<file path="src/rtl/rv_x_regs_pkg.sv">
// ============================================================================
// Module  : rv_x_regs_pkg
// Purpose : Shared types, constants and helpers for the multi-port x-register
//           file and its busy scoreboard.
// Revision: 1.0 - initial release
// ============================================================================
`default_nettype none

package rv_x_regs_pkg;

    typedef logic [4:0] reg_idx_t;

    localparam reg_idx_t X0 = 5'd0;

    // Register width selected by the 64-bit option.
    function automatic int xlen_of(bit rv64);
        return rv64 ? 64 : 32;
    endfunction

    // Number of architectural registers (E variants expose only x0-x15).
    function automatic int nregs_of(bit rve);
        return rve ? 16 : 32;
    endfunction

    // True when the index names an implemented register (x0 included).
    function automatic logic is_valid_reg(reg_idx_t idx, bit rve);
        return !rve || !idx[4];
    endfunction

endpackage

`default_nettype wire

</file>
<file path="src/rtl/rv_x_regs_scoreboard.sv">
// ============================================================================
// Module  : rv_x_regs_scoreboard
// Purpose : Per-register busy flags. Decode reserves a destination register,
//           writeback clears it. A write and a reservation to the same register
//           in one cycle leave it busy (the reservation is the younger one).
// Ports   : clock, reset       - clock, async active-high reset
//           wr_en/wr_addr      - writeback ports (clear busy)
//           rsv_en/rsv_addr    - reservation request, rsv_ok = accepted
//           busy_o             - registered busy flags
//           clr_o              - registers being written this cycle
// Revision: 1.0 - initial release
// ============================================================================
`default_nettype none

module rv_x_regs_scoreboard
    import rv_x_regs_pkg::*;
#(
    parameter bit RVE       = 1'b0,
    parameter int NUM_WRITE = 1
) (
    input  logic                     clock,
    input  logic                     reset,
    input  logic [NUM_WRITE-1:0]     wr_en,
    input  reg_idx_t [NUM_WRITE-1:0] wr_addr,
    input  logic                     rsv_en,
    input  reg_idx_t                 rsv_addr,
    output logic                     rsv_ok,
    output logic [31:0]              busy_o,
    output logic [31:0]              clr_o
);

    logic [31:0] busy_q;
    logic [31:0] busy_d;
    logic [31:0] clr_vec;
    logic [31:0] set_vec;

    always_comb begin
        clr_vec = '0;
        for (int i = 0; i < NUM_WRITE; i++) begin
            if (wr_en[i] && (wr_addr[i] != X0) && is_valid_reg(wr_addr[i], RVE)) begin
                clr_vec[wr_addr[i]] = 1'b1;
            end
        end
    end

    // x0 is never marked busy, so a reservation of x0 is always accepted.
    // A busy register may be re-reserved only when it is retired this cycle.
    assign rsv_ok = rsv_en && is_valid_reg(rsv_addr, RVE)
                    && (!busy_q[rsv_addr] || clr_vec[rsv_addr]);

    always_comb begin
        set_vec = '0;
        if (rsv_ok && (rsv_addr != X0)) begin
            set_vec[rsv_addr] = 1'b1;
        end
    end

    // Set after clear: a simultaneous reserve and write ends busy.
    assign busy_d = (busy_q & ~clr_vec) | set_vec;

    always_ff @(posedge clock or posedge reset) begin
        if (reset) begin
            busy_q <= '0;
        end else begin
            busy_q <= busy_d;
        end
    end

    assign busy_o = busy_q;
    assign clr_o  = clr_vec;

endmodule

`default_nettype wire

</file>
<file path="src/rtl/rv_x_regs_mp.sv">
// ============================================================================
// Module  : rv_x_regs_mp
// Purpose : Multi-port integer register file with same-cycle write bypass and
//           an integrated busy scoreboard.
// Ports   : clock, reset       - clock, async active-high reset
//           wr_en/addr/data    - NUM_WRITE write ports (highest index wins)
//           rd_addr            - NUM_READ read addresses
//           rd_data/rd_busy    - combinational read data and busy flag
//           rsv_en/rsv_addr    - reservation request from decode
//           rsv_ok             - reservation accepted this cycle
// Revision: 1.0 - initial release
// ============================================================================
`default_nettype none

module rv_x_regs_mp
    import rv_x_regs_pkg::*;
#(
    parameter bit RV64      = 1'b1,
    parameter bit RVE       = 1'b0,
    parameter int NUM_READ  = 2,
    parameter int NUM_WRITE = 1,
    parameter bit BYPASS    = 1'b1
) (
    input  logic                                      clock,
    input  logic                                      reset,
    input  logic [NUM_WRITE-1:0]                      wr_en,
    input  reg_idx_t [NUM_WRITE-1:0]                  wr_addr,
    input  logic [NUM_WRITE-1:0][xlen_of(RV64)-1:0]   wr_data,
    input  reg_idx_t [NUM_READ-1:0]                   rd_addr,
    output logic [NUM_READ-1:0][xlen_of(RV64)-1:0]    rd_data,
    output logic [NUM_READ-1:0]                       rd_busy,
    input  logic                                      rsv_en,
    input  reg_idx_t                                  rsv_addr,
    output logic                                      rsv_ok
);

    localparam int XLEN  = xlen_of(RV64);
    localparam int NREGS = nregs_of(RVE);
    localparam int AW    = $clog2(NREGS);

    logic [XLEN-1:0]      regs_q [NREGS];
    logic [XLEN-1:0]      regs_d [NREGS];
    logic [NUM_WRITE-1:0] wr_vld;
    logic [31:0]          busy_vec;
    logic [31:0]          clr_vec;

    always_comb begin
        for (int i = 0; i < NUM_WRITE; i++) begin
            wr_vld[i] = wr_en[i] && (wr_addr[i] != X0) && is_valid_reg(wr_addr[i], RVE);
        end
    end

    // Ascending port order: the highest-index port overrides lower ones.
    always_comb begin
        for (int r = 0; r < NREGS; r++) begin
            regs_d[r] = regs_q[r];
        end
        for (int i = 0; i < NUM_WRITE; i++) begin
            if (wr_vld[i]) begin
                regs_d[wr_addr[i][AW-1:0]] = wr_data[i];
            end
        end
    end

    always_ff @(posedge clock or posedge reset) begin
        if (reset) begin
            for (int r = 0; r < NREGS; r++) begin
                regs_q[r] <= '0;
            end
        end else begin
            for (int r = 0; r < NREGS; r++) begin
                regs_q[r] <= regs_d[r];
            end
        end
    end

    rv_x_regs_scoreboard #(
        .RVE       (RVE),
        .NUM_WRITE (NUM_WRITE)
    ) u_scoreboard (
        .clock    (clock),
        .reset    (reset),
        .wr_en    (wr_en),
        .wr_addr  (wr_addr),
        .rsv_en   (rsv_en),
        .rsv_addr (rsv_addr),
        .rsv_ok   (rsv_ok),
        .busy_o   (busy_vec),
        .clr_o    (clr_vec)
    );

    generate
        for (genvar p = 0; p < NUM_READ; p++) begin : g_rd
            logic [XLEN-1:0] data_w;
            logic            busy_w;

            always_comb begin
                data_w = '0;
                busy_w = 1'b0;
                if ((rd_addr[p] != X0) && is_valid_reg(rd_addr[p], RVE)) begin
                    data_w = regs_q[rd_addr[p][AW-1:0]];
                    busy_w = busy_vec[rd_addr[p]];
                    if (BYPASS) begin
                        for (int i = 0; i < NUM_WRITE; i++) begin
                            if (wr_vld[i] && (wr_addr[i] == rd_addr[p])) begin
                                data_w = wr_data[i];
                            end
                        end
                        // The forwarded write retires the producer, so the
                        // register is no longer pending for this reader.
                        if (clr_vec[rd_addr[p]]) begin
                            busy_w = 1'b0;
                        end
                    end
                end
            end

            assign rd_data[p] = data_w;
            assign rd_busy[p] = busy_w;
        end
    endgenerate

endmodule

`default_nettype wire

</file>
<file path="config.mk">
export PLATFORM = sky130hd
export DESIGN_NAME = rv_x_regs_mp
export DESIGN_NICKNAME = d
export VERILOG_FILES = /design/src/rtl/rv_x_regs_pkg.sv /design/src/rtl/rv_x_regs_scoreboard.sv /design/src/rtl/rv_x_regs_mp.sv
export SDC_FILE = /design/constraint.sdc
export NUM_CORES = 2
export LEC_CHECK = 0
export CELL_PAD_IN_SITES_DETAIL_PLACEMENT = 1
export CELL_PAD_IN_SITES_GLOBAL_PLACEMENT = 2
export CORE_ASPECT_RATIO = 2
export CORE_UTILIZATION = 45
export CTS_BUF_LIST = sky130_fd_sc_hd__clkbuf_2
export DETAILED_ROUTE_END_ITERATION = 7
export PLACE_DENSITY_LB_ADDON = 0.1
export RECOVER_POWER = 25
export SYNTH_ARGS = -nofsm -noshare
export SYNTH_HDL_FRONTEND = slang
export SYNTH_SLANG_ARGS = --single-unit
</file>
<file path="constraint.sdc">
create_clock -name clock -period 110.8 [get_ports clock]
set_input_delay 11.08 -clock clock [delete_from_list [all_inputs] [get_ports clock]]
set_output_delay 11.08 -clock clock [all_outputs]
set_load 0.05 [all_outputs]
</file>
==> impl_results.md <==
- Status: finished with violations
- Failing checks: capacitance limit, slew limit
- Unrepaired setup endpoints after global routing: no
- Hold Path End: regs_q[2023]
- Via Count: 72300
- Final setup viols: 0
- P_leak: 52.7 nW
- Asr flop ratio synth: 100%
- H-tree depth: 5
- IO buf count: 218
- Cell variety after synth: 60
- Mux share of post-synthesis cell area: 45.0%
- Yosys warnings: 0
- Vias in the first global route: 80700
- Die Area: 250000 um2
- CP required: 99.72 ns
- Initial DRC count: 5130
- Initial antenna violation count: 25
- Nets: 7426
- Reg2reg start: u_scoreboard.busy_o[1]
- Critical path endpoint category: output port
- Cell count of the worst hold path: 0
- Boundary Pins: 219
- Hold slack: 0.402 ns
- Die H: 707 um
- TritonCTS clock tree: yes
- Final HPWL DP: 227 mm
- Global-route usage over all layers: 32.9%
- Largest area contributor in the netlist: dfrtp_1
- Clk slew on worst S/H paths: 0.09 ns
- Area of the mapped netlist: 112000 um2
- Worst Hold Launch: regs_q[2023]
- Maximum fanout along the worst path: 42
- Clock skew: 0.0710 ns
- Fraction of the mapped netlist area in simple logic gates: 2.51%
- Top FF cell, synth: dfrtp_1
- Syn Inst Count: 7301
- Peak Freq: 34.1 MHz
- CTS resizes: 0
- Cell Rows: 258
- Number of flops mapped to enable cells by yosys: 0
- Hold Buf Count CTS: 0
- Adder-cell area share of the yosys netlist: 0%
- FF-to-FF End: u_scoreboard.busy_o[21]
- Setup TNS: 0 ns
- Sequential area share after synthesis: 46.6%
- Worst-case reg-to-reg path depth: 6
- Setup Buffers After CTS: 0
- CP Class: input port to output port
- Yosys reg bits: 2080
- Clk_lat worst skew: 1.92 ns
- Clock sink count: 2080
- Synth Net Count: 7389
- Largest net degree at the start of global routing: 183
- Slew Limit Fails: 1129
- Peak supply drop: 0.0111 mV
- Layout cell share with drive strength beyond 1: 52.7%
- Hold crit path type: flip-flop to flip-flop
- Most frequent cells in the layout: 2080 x dfrtp_1, 1942 x mux2_2, 1151 x mux4_2
- Max_cap viols: 28
- First-pass GRT wire length: 592 mm
- Synth-to-Final Area Change: 7.83%
- PwrDens: 17.2 nW/um2
- Top post-synthesis cells by area: dfrtp_1 47%, mux4_2 23%, mux2_2 20%
- CP arrival: 18.21 ns
- Final min period: 29.29 ns
- Core Box Area: 247000 um2
- Routed WL: 406 mm
- Worst Setup Start Kind: input port
- Yosys top cell area share: 46.6%
- Routed length per placed instance: 36.9 um
- Post-Synth XOR/XNOR Area: 0.0941%
- Critical Path Source: wr_addr[4]
- Routability congestion estimate: 0.820
- Via density: 6.57
- R2r setup slk: 108.07 ns
- DRC errors left: 0
- Largest family of logic cells by synthesized area: multiplexers
- CTS Buffer Depth: 4
- Die width: 354 um
- Area fraction in compound gates after synthesis: 2.29%
- CTS root buffer: clkbuf_2
- Starting Density: 45.2%
- Period utilisation layout: 26.4%
- Final Hold Fails: 0
- Avg Cell Area, Syn: 15.3 um2
- Most common cell after layout, fill and taps aside: dfrtp_1
- TritonCTS buffer count: 486
- Worst-Margin Slew: 9.08 ns
- Grt ovf: 0
- Drt first pass iters: 5
- Worst slew margin: -505%
- DRT antenna net count: 0
-- Yosys cell counts, types with 3 or more instances --
cell / instances
a211oi_1: 34
a21o_1: 3
a21oi_1: 18
a221o_1: 39
a22o_1: 5
a22oi_1: 35
a31o_2: 4
a32o_1: 24
and2_1: 4
and3_1: 32
buf_1: 62
buf_2: 244
buf_4: 33
buf_6: 12
clkbuf_1: 532
dfrtp_1: 2080
inv_1: 10
mux2_2: 1944
mux2i_1: 251
mux4_2: 1151
nand2_1: 284
nand2b_1: 8
nand3_1: 11
nand4_1: 7
nor2_1: 81
nor2b_1: 29
nor3_1: 117
nor4_1: 6
o211ai_1: 17
o21ai_0: 48
o22ai_1: 121
or2_2: 4
or3_1: 6
xnor2_1: 11
-- where the power goes --
part	leakage, nW	switching (mW)	internal [mW]
clock network	3.37	0.339	0.188
registers	26.7	0.111	0.903
logic	22.6	0.233	0.299
total	52.7	0.683	1.39
-- kinds of logic after synthesis --
family / count (synthesis)
muxes: 3346
DFF: 2080
buffers and inverters: 894
and+or+nand+nor: 610
AOI/OAI and AO/OA: 359
xor gates and xnor gates: 12
-- registers in the layout (all words and copies together) (netlist names) --
name                 count
regs_q                2048
u_scoreboard.busy_o     32
-- stage by stage --
step	utilization (%)	worst slack, ns	std cells	instance area [um2]	power (mW)
finish	48.8	81.51	11000	120000	2.07
global route	48.8	81.41	11000	120000	2.18
CTS	48.9	82.66	11000	121000	2.09
detailed placement	47.1	82.66	10100	116000	1.56
global placement	47.1	82.65	10100	116000	1.53
floorplan	-	40.96	7301	112000	1.40
-- final cells by class --
class                           count  area, um2
Sequential cell                  2080      52000
Timing Repair Buffer              432       3930
Clock inverter                    176        876
Multi-Input combinational cell   4327      55900
Inverter                           11       46.3
Antenna cell                       13       32.5
Tap cell                         3250       4070
Clock buffer                      713       3570
Fill cell                       24100     126000
-- how the worst max path moves through the flow --
stage	endpoint	slack [ns]	cells after the start
3_5_place_dp	rd_data[121]	82.66	10
2_1_floorplan	regs_q[0]	40.96	1
3_3_place_gp	rd_data[121]	82.65	10
4_1_cts	rd_data[121]	82.66	10
6_report	rsv_ok	81.51	8
5_1_grt	rsv_ok	81.41	9
-- layer usage --
layer  share of wire, %  wire [um]  vias to the layer above  track usage, %
met5              0.025        103                        -               0
met4                4.7      19000                       16            14.5
met3                5.6      22500                      924            5.23
met2                 51     209000                     2610            56.4
met1                 38     155000                    40100            40.9
li1                   -          -                    28600               -
-- critical path, cell delays in order --
cell	delay (ns)
dlygate4sd3_1	0.99
and4b_1	0.41
nand2_1	2.98
o41ai_1	0.39
a311o_1	0.49
nor4_1	0.93
nor2b_1	0.11
clkdlybuf4s50_1	0.78
Power figures use the tool's default switching activity.
